===== config.mk =====
export PLATFORM = sky130hd
export DESIGN_NAME = mult4u_ppct_pipe
export DESIGN_NICKNAME = d
export VERILOG_FILES = /design/src/rtl/mult4u_ppct_pipe.sv
export SDC_FILE = /design/constraint.sdc
export NUM_CORES = 1
export LEC_CHECK = 0
export BUFFER_PORTS_ARGS = -buffer_cell sky130_fd_sc_hd__buf_2
export CORE_MARGIN = 2
export CORE_UTILIZATION = 45
export CTS_BUF_LIST = sky130_fd_sc_hd__clkbuf_16
export CTS_CLUSTER_SIZE = 40
export DETAILED_ROUTE_END_ITERATION = 7
export GPL_ROUTABILITY_DRIVEN = 0
export HOLD_SLACK_MARGIN = 0.15
export PLACE_DENSITY = 0.7
export SYNTH_ARGS = -nofsm -noshare
export SYNTH_HDL_FRONTEND = slang
export SYNTH_SLANG_ARGS = --single-unit
export TNS_END_PERCENT = 1

===== constraint.sdc =====
create_clock -name clk -period 3.9 [get_ports clk]
set_clock_uncertainty 0.2 [all_clocks]
set_input_delay 0.195 -clock clk [delete_from_list [all_inputs] [get_ports clk]]
set_output_delay 0.195 -clock clk [all_outputs]
set_load 0.01 [all_outputs]

===== src/rtl/mult4u_ppct_pipe.sv =====
// ---------------------------------------------------------------------------
// mult4u_ppct_pipe
//
// Two-stage 4x4 unsigned multiplier front end. It produces a carry-save pair
// of rows that a downstream 6-bit carry-propagate adder turns into the full
// 8-bit product:
//
//   product = { cout, out_row_a + out_row_b, out_p0 }
//
// Stage S1 captures the operands and the tag. Between S1 and S2, the 16
// partial products are reduced to two rows by a half/full adder tree. Stage
// S2 holds those rows for the consumer.
//
// Both stages use valid/ready handshaking. A stage can load while the stage
// ahead of it drains in the same cycle, so throughput is one operation per
// cycle. Because of this, in_ready depends combinationally on out_ready.
//
// Ports
//   clk        rising-edge clock
//   rst_n      asynchronous active-low reset
//   flush      synchronous clear of every in-flight operation
//   in_valid   operand pair + tag present
//   in_ready   operand pair accepted this cycle (when in_valid=1, flush=0)
//   in_a/in_b  4-bit unsigned operands
//   in_tag     user tag, carried unchanged to out_tag
//   out_valid  reduced rows present
//   out_ready  downstream consumes the rows this cycle
//   out_p0     product bit 0
//   out_row_a  carry-save row, column weights 2^1..2^6
//   out_row_b  carry-save row, column weights 2^1..2^6
//   out_tag    tag belonging to the rows on the output
// ---------------------------------------------------------------------------
module mult4u_ppct_pipe #(
  parameter int TAG_W = 4
) (
  input  logic             clk,
  input  logic             rst_n,
  input  logic             flush,
  input  logic             in_valid,
  output logic             in_ready,
  input  logic [3:0]       in_a,
  input  logic [3:0]       in_b,
  input  logic [TAG_W-1:0] in_tag,
  output logic             out_valid,
  input  logic             out_ready,
  output logic             out_p0,
  output logic [5:0]       out_row_a,
  output logic [5:0]       out_row_b,
  output logic [TAG_W-1:0] out_tag
);

  // Adder cells return {carry, sum}.
  function automatic logic [1:0] ha(input logic x, input logic y);
    return {x & y, x ^ y};
  endfunction

  function automatic logic [1:0] fa(input logic x, input logic y, input logic z);
    return {(x & y) | (x & z) | (y & z), x ^ y ^ z};
  endfunction

  // ------------------------------------------------------------------
  // Stage registers
  // ------------------------------------------------------------------
  logic             s1_vld_q, s1_vld_d;
  logic [3:0]       a_q, a_d;
  logic [3:0]       b_q, b_d;
  logic [TAG_W-1:0] tag1_q, tag1_d;

  logic             s2_vld_q, s2_vld_d;
  logic             p0_q, p0_d;
  logic [5:0]       row_a_q, row_a_d;
  logic [5:0]       row_b_q, row_b_d;
  logic [TAG_W-1:0] tag2_q, tag2_d;

  // ------------------------------------------------------------------
  // Handshake
  // ------------------------------------------------------------------
  logic s2_load;
  logic accept;

  // S2 may take new rows when it is empty or is being drained this cycle.
  assign s2_load  = s1_vld_q && (!s2_vld_q || out_ready);
  assign in_ready = !s1_vld_q || s2_load;
  assign accept   = in_valid && in_ready && !flush;

  // ------------------------------------------------------------------
  // Partial products: pp[i][j] = a[j] & b[i], column weight i+j
  // ------------------------------------------------------------------
  logic [3:0][3:0] pp;

  always_comb begin
    pp = '0;
    for (int i = 0; i < 4; i++) begin
      for (int j = 0; j < 4; j++) begin
        pp[i][j] = a_q[j] & b_q[i];
      end
    end
  end

  // ------------------------------------------------------------------
  // Reduction tree
  //
  // Column heights for weights 0..6 are 1,2,3,4,3,2,1. The tree works from
  // LSB to MSB and reduces each column, including the carries coming in
  // from the column below, to at most two bits:
  //   w2 : 3      -> HA           -> 2 bits, 1 carry
  //   w3 : 4+1    -> FA + HA      -> 2 bits, 2 carries
  //   w4 : 3+2    -> FA + HA      -> 2 bits, 2 carries
  //   w5 : 2+2    -> FA           -> 2 bits, 1 carry
  //   w6 : 1+1                    -> 2 bits, no carry
  // No carry ever reaches weight 2^7. So row_a + row_b is exactly
  // (a*b) >> 1, and that value is at most 112.
  // ------------------------------------------------------------------
  logic [1:0] h2, f3, h3, f4, h4, f5;
  logic [5:0] red_a, red_b;

  always_comb begin
    red_a = '0;
    red_b = '0;

    // weight 2^1
    red_a[0] = pp[0][1];
    red_b[0] = pp[1][0];

    // weight 2^2
    h2       = ha(pp[0][2], pp[1][1]);
    red_a[1] = h2[0];
    red_b[1] = pp[2][0];

    // weight 2^3
    f3       = fa(pp[0][3], pp[1][2], pp[2][1]);
    h3       = ha(pp[3][0], h2[1]);
    red_a[2] = f3[0];
    red_b[2] = h3[0];

    // weight 2^4
    f4       = fa(pp[1][3], pp[2][2], pp[3][1]);
    h4       = ha(f3[1], h3[1]);
    red_a[3] = f4[0];
    red_b[3] = h4[0];

    // weight 2^5
    f5       = fa(pp[2][3], pp[3][2], f4[1]);
    red_a[4] = f5[0];
    red_b[4] = h4[1];

    // weight 2^6
    red_a[5] = pp[3][3];
    red_b[5] = f5[1];
  end

  // ------------------------------------------------------------------
  // Next-state logic
  // ------------------------------------------------------------------
  always_comb begin
    s1_vld_d = s1_vld_q;
    a_d      = a_q;
    b_d      = b_q;
    tag1_d   = tag1_q;

    if (flush) begin
      s1_vld_d = 1'b0;
    end else if (accept) begin
      // Takes priority over draining: a refill keeps S1 valid.
      s1_vld_d = 1'b1;
      a_d      = in_a;
      b_d      = in_b;
      tag1_d   = in_tag;
    end else if (s2_load) begin
      s1_vld_d = 1'b0;
    end
  end

  always_comb begin
    s2_vld_d = s2_vld_q;
    p0_d     = p0_q;
    row_a_d  = row_a_q;
    row_b_d  = row_b_q;
    tag2_d   = tag2_q;

    if (flush) begin
      s2_vld_d = 1'b0;
    end else if (s2_load) begin
      s2_vld_d = 1'b1;
      p0_d     = pp[0][0];
      row_a_d  = red_a;
      row_b_d  = red_b;
      tag2_d   = tag1_q;
    end else if (out_ready) begin
      s2_vld_d = 1'b0;
    end
  end

  // ------------------------------------------------------------------
  // State registers
  // ------------------------------------------------------------------
  always_ff @(posedge clk or negedge rst_n) begin
    if (!rst_n) begin
      s1_vld_q <= 1'b0;
      a_q      <= '0;
      b_q      <= '0;
      tag1_q   <= '0;
    end else begin
      s1_vld_q <= s1_vld_d;
      a_q      <= a_d;
      b_q      <= b_d;
      tag1_q   <= tag1_d;
    end
  end

  always_ff @(posedge clk or negedge rst_n) begin
    if (!rst_n) begin
      s2_vld_q <= 1'b0;
      p0_q     <= 1'b0;
      row_a_q  <= '0;
      row_b_q  <= '0;
      tag2_q   <= '0;
    end else begin
      s2_vld_q <= s2_vld_d;
      p0_q     <= p0_d;
      row_a_q  <= row_a_d;
      row_b_q  <= row_b_d;
      tag2_q   <= tag2_d;
    end
  end

  assign out_valid = s2_vld_q;
  assign out_p0    = p0_q;
  assign out_row_a = row_a_q;
  assign out_row_b = row_b_q;
  assign out_tag   = tag2_q;

endmodule

==> flow_summary.json, run 1 <==
{
  "outcome": "finished clean",
  "postRouteAntennaNets": 0,
  "cp_max_fo": 5,
  "ys_ff_latch": 31,
  "critical_path_buf_inv_count": 1,
  "grt_max_degree": 32,
  "cts_setup_buffers": 0,
  "max_clock_freq_mhz": 498,
  "drtIter0Drc": 14,
  "pin_count": 36,
  "dpl.cell_count": 166,
  "path_cells": "nand2_1 -> fa_1 -> inv_1 -> fa_1 -> mux2_2",
  "worstSetupPathType": "register to register",
  "clock-root-buffer": "clkbuf_16",
  "dpl.hpwl_mm": 1.75,
  "cpPeakStageDelay_ns": 0.43,
  "post_cts_resize_count": 0,
  "drc": 0,
  "design.core.area_um2": 2980,
  "drv_slew": 0,
  "critical_path_arrival_ns": 1.97,
  "p_per_area_nw_per_um2": 543,
  "critPathCaptureType": "register",
  "tns_ns": 0,
  "grt_pass1_vias": 997,
  "worst_slew_pin_slew_ns": 0.678,
  "slowest_stage": "fa_1",
  "rows": 20,
  "yosys_warnings": 0,
  "slew_headroom_pct": 54.8,
  "vias": 946,
  "gr-total-overflow": 0,
  "finalCritPeriodShare_pct": 51.5,
  "initial_core_util_pct": 46.4,
  "synth_edf_count": 0,
  "setup_viol": 0,
  "cp-start-kind": "register",
  "maxCapViolations": 0,
  "ir_worst_vdd_v": 0.000399,
  "die_y_um": 59.4,
  "grt_usage_pct": 18.4,
  "hp-class": "register to register",
  "clk-insertion-delay-late_ns": 0.27,
  "antenna_cells": 0,
  "synthFlopType": "dfrtp_1",
  "post-synth-top-area-cell": "dfrtp_1",
  "drtPass1Iterations": 4,
  "syn_area_per_cell_um2": 13.8,
  "timing.hold.ws_ns": 0.278,
  "period_needed_ns": 2.01,
  "drive_gt1_share_pct": 39.7,
  "detail_route.wl_per_cell_um": 14.1,
  "cts_buffers": 5,
  "path_clk_slew_ns": 0.05,
  "rsz0062_at_grt": "no",
  "area_delta_synth_final_pct": 35.7,
  "synthTopCellsByArea": "dfrtp_1, mux2_2, fa_1",
  "fin_nets": 180,
  "synthTopCellsByCount": "dfrtp_1, mux2_2, and2_1, inv_1, nand2_1",
  "cp_top_family": "adder cells",
  "critPathMostFrequentCell": "fa_1",
  "grt_pass1_wl_mm": 4.54,
  "yosys.cell_types.count": 16,
  "synthDominantCellAreaShare_pct": 56.2,
  "synthesis.nets": 123,
  "synthCells": 100,
  "place_area_um2": 1580,
  "postSynth.asyncResetShare_pct": 100,
  "clkSinkCount": 31,
  "hold_viol": 0,
  "p_total_mw": 1.02,
  "required_ns": 3.86,
  "ctsHoldBuffers": 17,
  "synth-seq-area-share_pct": 56.2,
  "clk_path_buf_depth": 2,
  "wl_mm": 2.67,
  "syn_area_um2": 1380,
  "cts_tree": "yes",
  "final_cells": 189,
  "design_area_um2": 1870,
  "p_leak_nw": 0.934,
  "viasPerCell": 5.01,
  "die_w_um": 59.4,
  "port_buffers": 35,
  "die_area_um2": 3530,
  "cts-htree-levels": 2,
  "antenna_found_initial": 0,
  "yosysMostFrequentCell": "dfrtp_1"
}
==> report_power, final <==
part	switching [mW]	leakage, nW	total, mW	internal, mW
logic	0.108	0.486	0.230	0.122
registers	0.0432	0.381	0.440	0.397
clock network	0.121	0.0669	0.347	0.225
==> area by class of cell <==
cell class	count	area (µm²)
Fill cell	226	1100
Sequential cell	31	776
Inverter	8	30.0
Multi-Input combinational cell	58	546
Tap cell	33	41.3
Clock inverter	1	3.75
Clock buffer	5	125
Timing Repair Buffer	53	353
==> cells by family after synthesis <==
| logic type | after synthesis | share of synthesized area (%) |
|---|---|---|
| flip-flops | 31 | 56.2 |
| multiplexers | 29 | 23.1 |
| AND/OR/NAND/NOR | 22 | 8.97 |
| buffers and inverters | 11 | 4.35 |
| adder cells (fa/ha/maj) | 6 | 7.07 |
| AO/OA/AOI/OAI | 1 | 0.362 |
==> per-layer routing <==
metal  GRT usage, %  vias up  part of all wire, %
li1               -      444                    -
met1           20.3      472                   39
met2           30.0       22                   53
met3           8.52        8                  4.9
met4           8.77        0                  2.5
met5              0        -                    0
==> layout by cell type (no fill, tap or decap), drive strengths merged <==
cell | netlist | final
mux2i | 6 | 6
nand3b | 2 | 2
inv | 8 | 9
buf | 3 | 36
fa | 3 | 3
nand2 | 8 | 8
dlygate4sd3 | 0 | 17
clkbuf | 0 | 5
a21oi | 1 | 1
nor2b | 1 | 1
and2 | 8 | 8
ha | 3 | 3
nor3b | 1 | 1
dfrtp | 31 | 31
mux2 | 23 | 23
nor2 | 2 | 2
==> worst paths after layout <==
kind	start	to	slack, ns	depth (start not counted)
min in group asynchronous	rst_n	out_tag[2]	0.30	2
max in group asynchronous	rst_n	out_row_b[5]	2.76	2
min	out_tag[2]	out_tag[2]	0.28	1
min reg2reg	out_tag[2]	out_tag[2]	0.28	1
max reg2reg	a_q[3]	out_row_a[4]	1.89	5
max	a_q[3]	out_row_a[4]	1.89	5
==> worst reg2reg max path, cell delays in order (launching register included) <==
cell     delay, ns
dfrtp_1       0.41
nand2_1       0.11
fa_1          0.43
inv_1         0.08
fa_1          0.39
mux2_2        0.27
==> flip-flops by register name, indices dropped and copies added (netlist names) <==
name / flops
b_q: 4
out_tag: 4
out_row_a: 6
tag1_q: 4
out_p0: 1
s1_vld_q: 1
out_valid: 1
out_row_b: 6
a_q: 4
==> metrics by stage <==
stage	utilization (%)	worst slack (ns)
floorplan	-	2.03
global placement	52.9	1.99
detailed placement	52.9	1.94
CTS	62.9	1.88
global route	62.9	1.81
finish	62.9	1.89
(Power assumes the default switching activity.)
==> inputs of run 2 (changes only) <==
==> constraint.sdc (replaced) <==
create_clock -name clk -period 2 [get_ports clk]
set_clock_uncertainty 0.2 [all_clocks]
set_input_delay 0.1 -clock clk [delete_from_list [all_inputs] [get_ports clk]]
set_output_delay 0.1 -clock clk [all_outputs]
set_load 0.01 [all_outputs]
==> run 2 against run 1 <==
  * Non-clock buffer count is 3 higher
  * Highest routed layer unchanged
  * Die area stayed put
  * Sequential cell count did not move
  * Routed wire length up 2.6%
  * Register-to-register slack got worse by 1.8 ns
  * Sequential share of layout area down 1.7 points
  * Largest cell class unchanged
  * Combinational power up 110%
==> flow_summary.json, run 2 (synthesis results as in run 1) <==
{
  "worst_slew_pin_slew_ns": 0.663,
  "r2r_cells": 4,
  "ir_worst_vdd_v": 0.000689,
  "dpl.hpwl_mm": 1.83,
  "hold_viol": 0,
  "clkSinkCount": 31,
  "wl_mm": 2.74,
  "design.core.area_um2": 2980,
  "dpl_worst_slack_ns": 0.0193,
  "drtIter0Drc": 15,
  "required_ns": 1.96,
  "endpoint": "out_row_b[3]",
  "cts_tree": "yes",
  "p_leak_nw": 0.967,
  "area_delta_synth_final_pct": 41.6,
  "slowest_stage": "dfrtp_1",
  "final_common_cell": "buf_2",
  "worstSetupPathType": "register to register",
  "initial_core_util_pct": 46.4,
  "final_cells": 194,
  "dpl.cell_count": 168,
  "path_clk_slew_ns": 0.05,
  "top_layer": "met4",
  "clock-root-buffer": "clkbuf_16",
  "drv_slew": 0,
  "max_clock_freq_mhz": 517,
  "final_cell_mix": "buf_2, dfrtp_1, mux2_2",
  "cp_top_family": "adder cells",
  "period_needed_ns": 1.93,
  "r2r_slack_ns": 0.07,
  "setup_viol": 0,
  "drive_gt1_share_pct": 44.1,
  "vias": 943,
  "fin_nets": 183,
  "outcome": "finished clean",
  "postRouteAntennaNets": 0,
  "grt_max_degree": 32,
  "pin_count": 36,
  "cts_buffers": 5,
  "critPathCaptureType": "register",
  "drc": 0,
  "startpoint": "b_q[0]",
  "critical_path_buf_inv_count": 0,
  "cp_max_fo": 5,
  "slew_headroom_pct": 55.8,
  "cp-start-kind": "register",
  "layout_setup_ws_ns": 0.0674,
  "grt_pass1_vias": 1012,
  "detail_route.wl_per_cell_um": 14.1,
  "hp-class": "input pin to asynchronous set/reset pin",
  "die_y_um": 59.4,
  "viasPerCell": 4.86,
  "met3_length_um": 144,
  "drt-met1-wl_mm": 1.10,
  "rows": 20,
  "timing.rr.end": "out_row_b[3]",
  "gr-total-overflow": 0,
  "antenna_cells": 0,
  "p_per_area_nw_per_um2": 1110,
  "die_area_um2": 3530,
  "path_cells": "and2_1 -> fa_1 -> ha_1 -> mux2_1",
  "maxCapViolations": 0,
  "clk-insertion-delay-late_ns": 0.28,
  "cpPeakStageDelay_ns": 0.42,
  "die_w_um": 59.4,
  "critical_path_arrival_ns": 1.89,
  "dr_wl_met2_mm": 1.43,
  "cts-htree-levels": 2,
  "rr_startpoint": "b_q[0]",
  "path_depth": 4,
  "grt_usage_pct": 19.5,
  "finalCritPeriodShare_pct": 96.6,
  "clk_path_buf_depth": 2,
  "antenna_found_initial": 0,
  "drtPass1Iterations": 3,
  "port_buffers": 35,
  "grt_pass1_wl_mm": 4.76
}
-- run 2: report_power, final --
part,switching (mW),internal (mW)
combinational,0.213,0.258
clock,0.261,0.579
sequential,0.0865,0.774
-- run 2: worst register-to-register path: cells and delay by family, from the launching register on --
| family | cells | cell delay (ns) |
|---|---|---|
| simple gates | 1 | 0.19 |
| flops | 1 | 0.42 |
| fa+ha+maj | 2 | 0.71 |
| mux | 1 | 0.29 |
-- run 2: worst min path at each step --
stage | from | to | depth (start not counted)
after floorplan | rst_n | a_q[0] | 0
after global placement | rst_n | out_tag[2] | 1
after detailed placement | rst_n | tag1_q[2] | 1
after CTS | rst_n | tag1_q[2] | 2
after global routing | rst_n | tag1_q[2] | 2
final | rst_n | tag1_q[2] | 2
-- run 2: layer usage --
metal	GRT usage, %	vias up
li1	-	448
met1	22.1	468
met2	31.2	20
met3	7.64	7
met4	10.7	0
met5	0	-
-- run 2: final cells by class --
cell class,count,area (µm²)
repair buffers,56,388
multi-input cells,58,557
flip-flops and latches,31,776
clock buffers,5,125
inverters,8,30.0
fillers,220,1020
clock inverters,3,38.8
well taps,33,41.3
-- run 2: metrics by stage --
stage          hold WS (ns)  total power, mW  area [µm²]  utilization (%)  TNS [ns]
2_1_floorplan        -0.396             1.11        1380                -         0
3_5_place_dp        -0.0272             1.31        1600             53.8         0
6_report              0.187             2.17        1960             65.7         0
4_1_cts               0.211             2.17        1940             65.0         0
5_1_grt               0.265             2.29        1960             65.7  -0.00224
3_3_place_gp        -0.0365             1.28        1600             53.8         0
-- run 2: what timing repair did --
action | in CTS | in global routing
setup buffers | 0 | 1
endpoints found under the setup margin | 0 | 1
endpoints found under the hold margin | 51 | 0
gates resized for setup | 0 | 5
hold buffers | 17 | 0
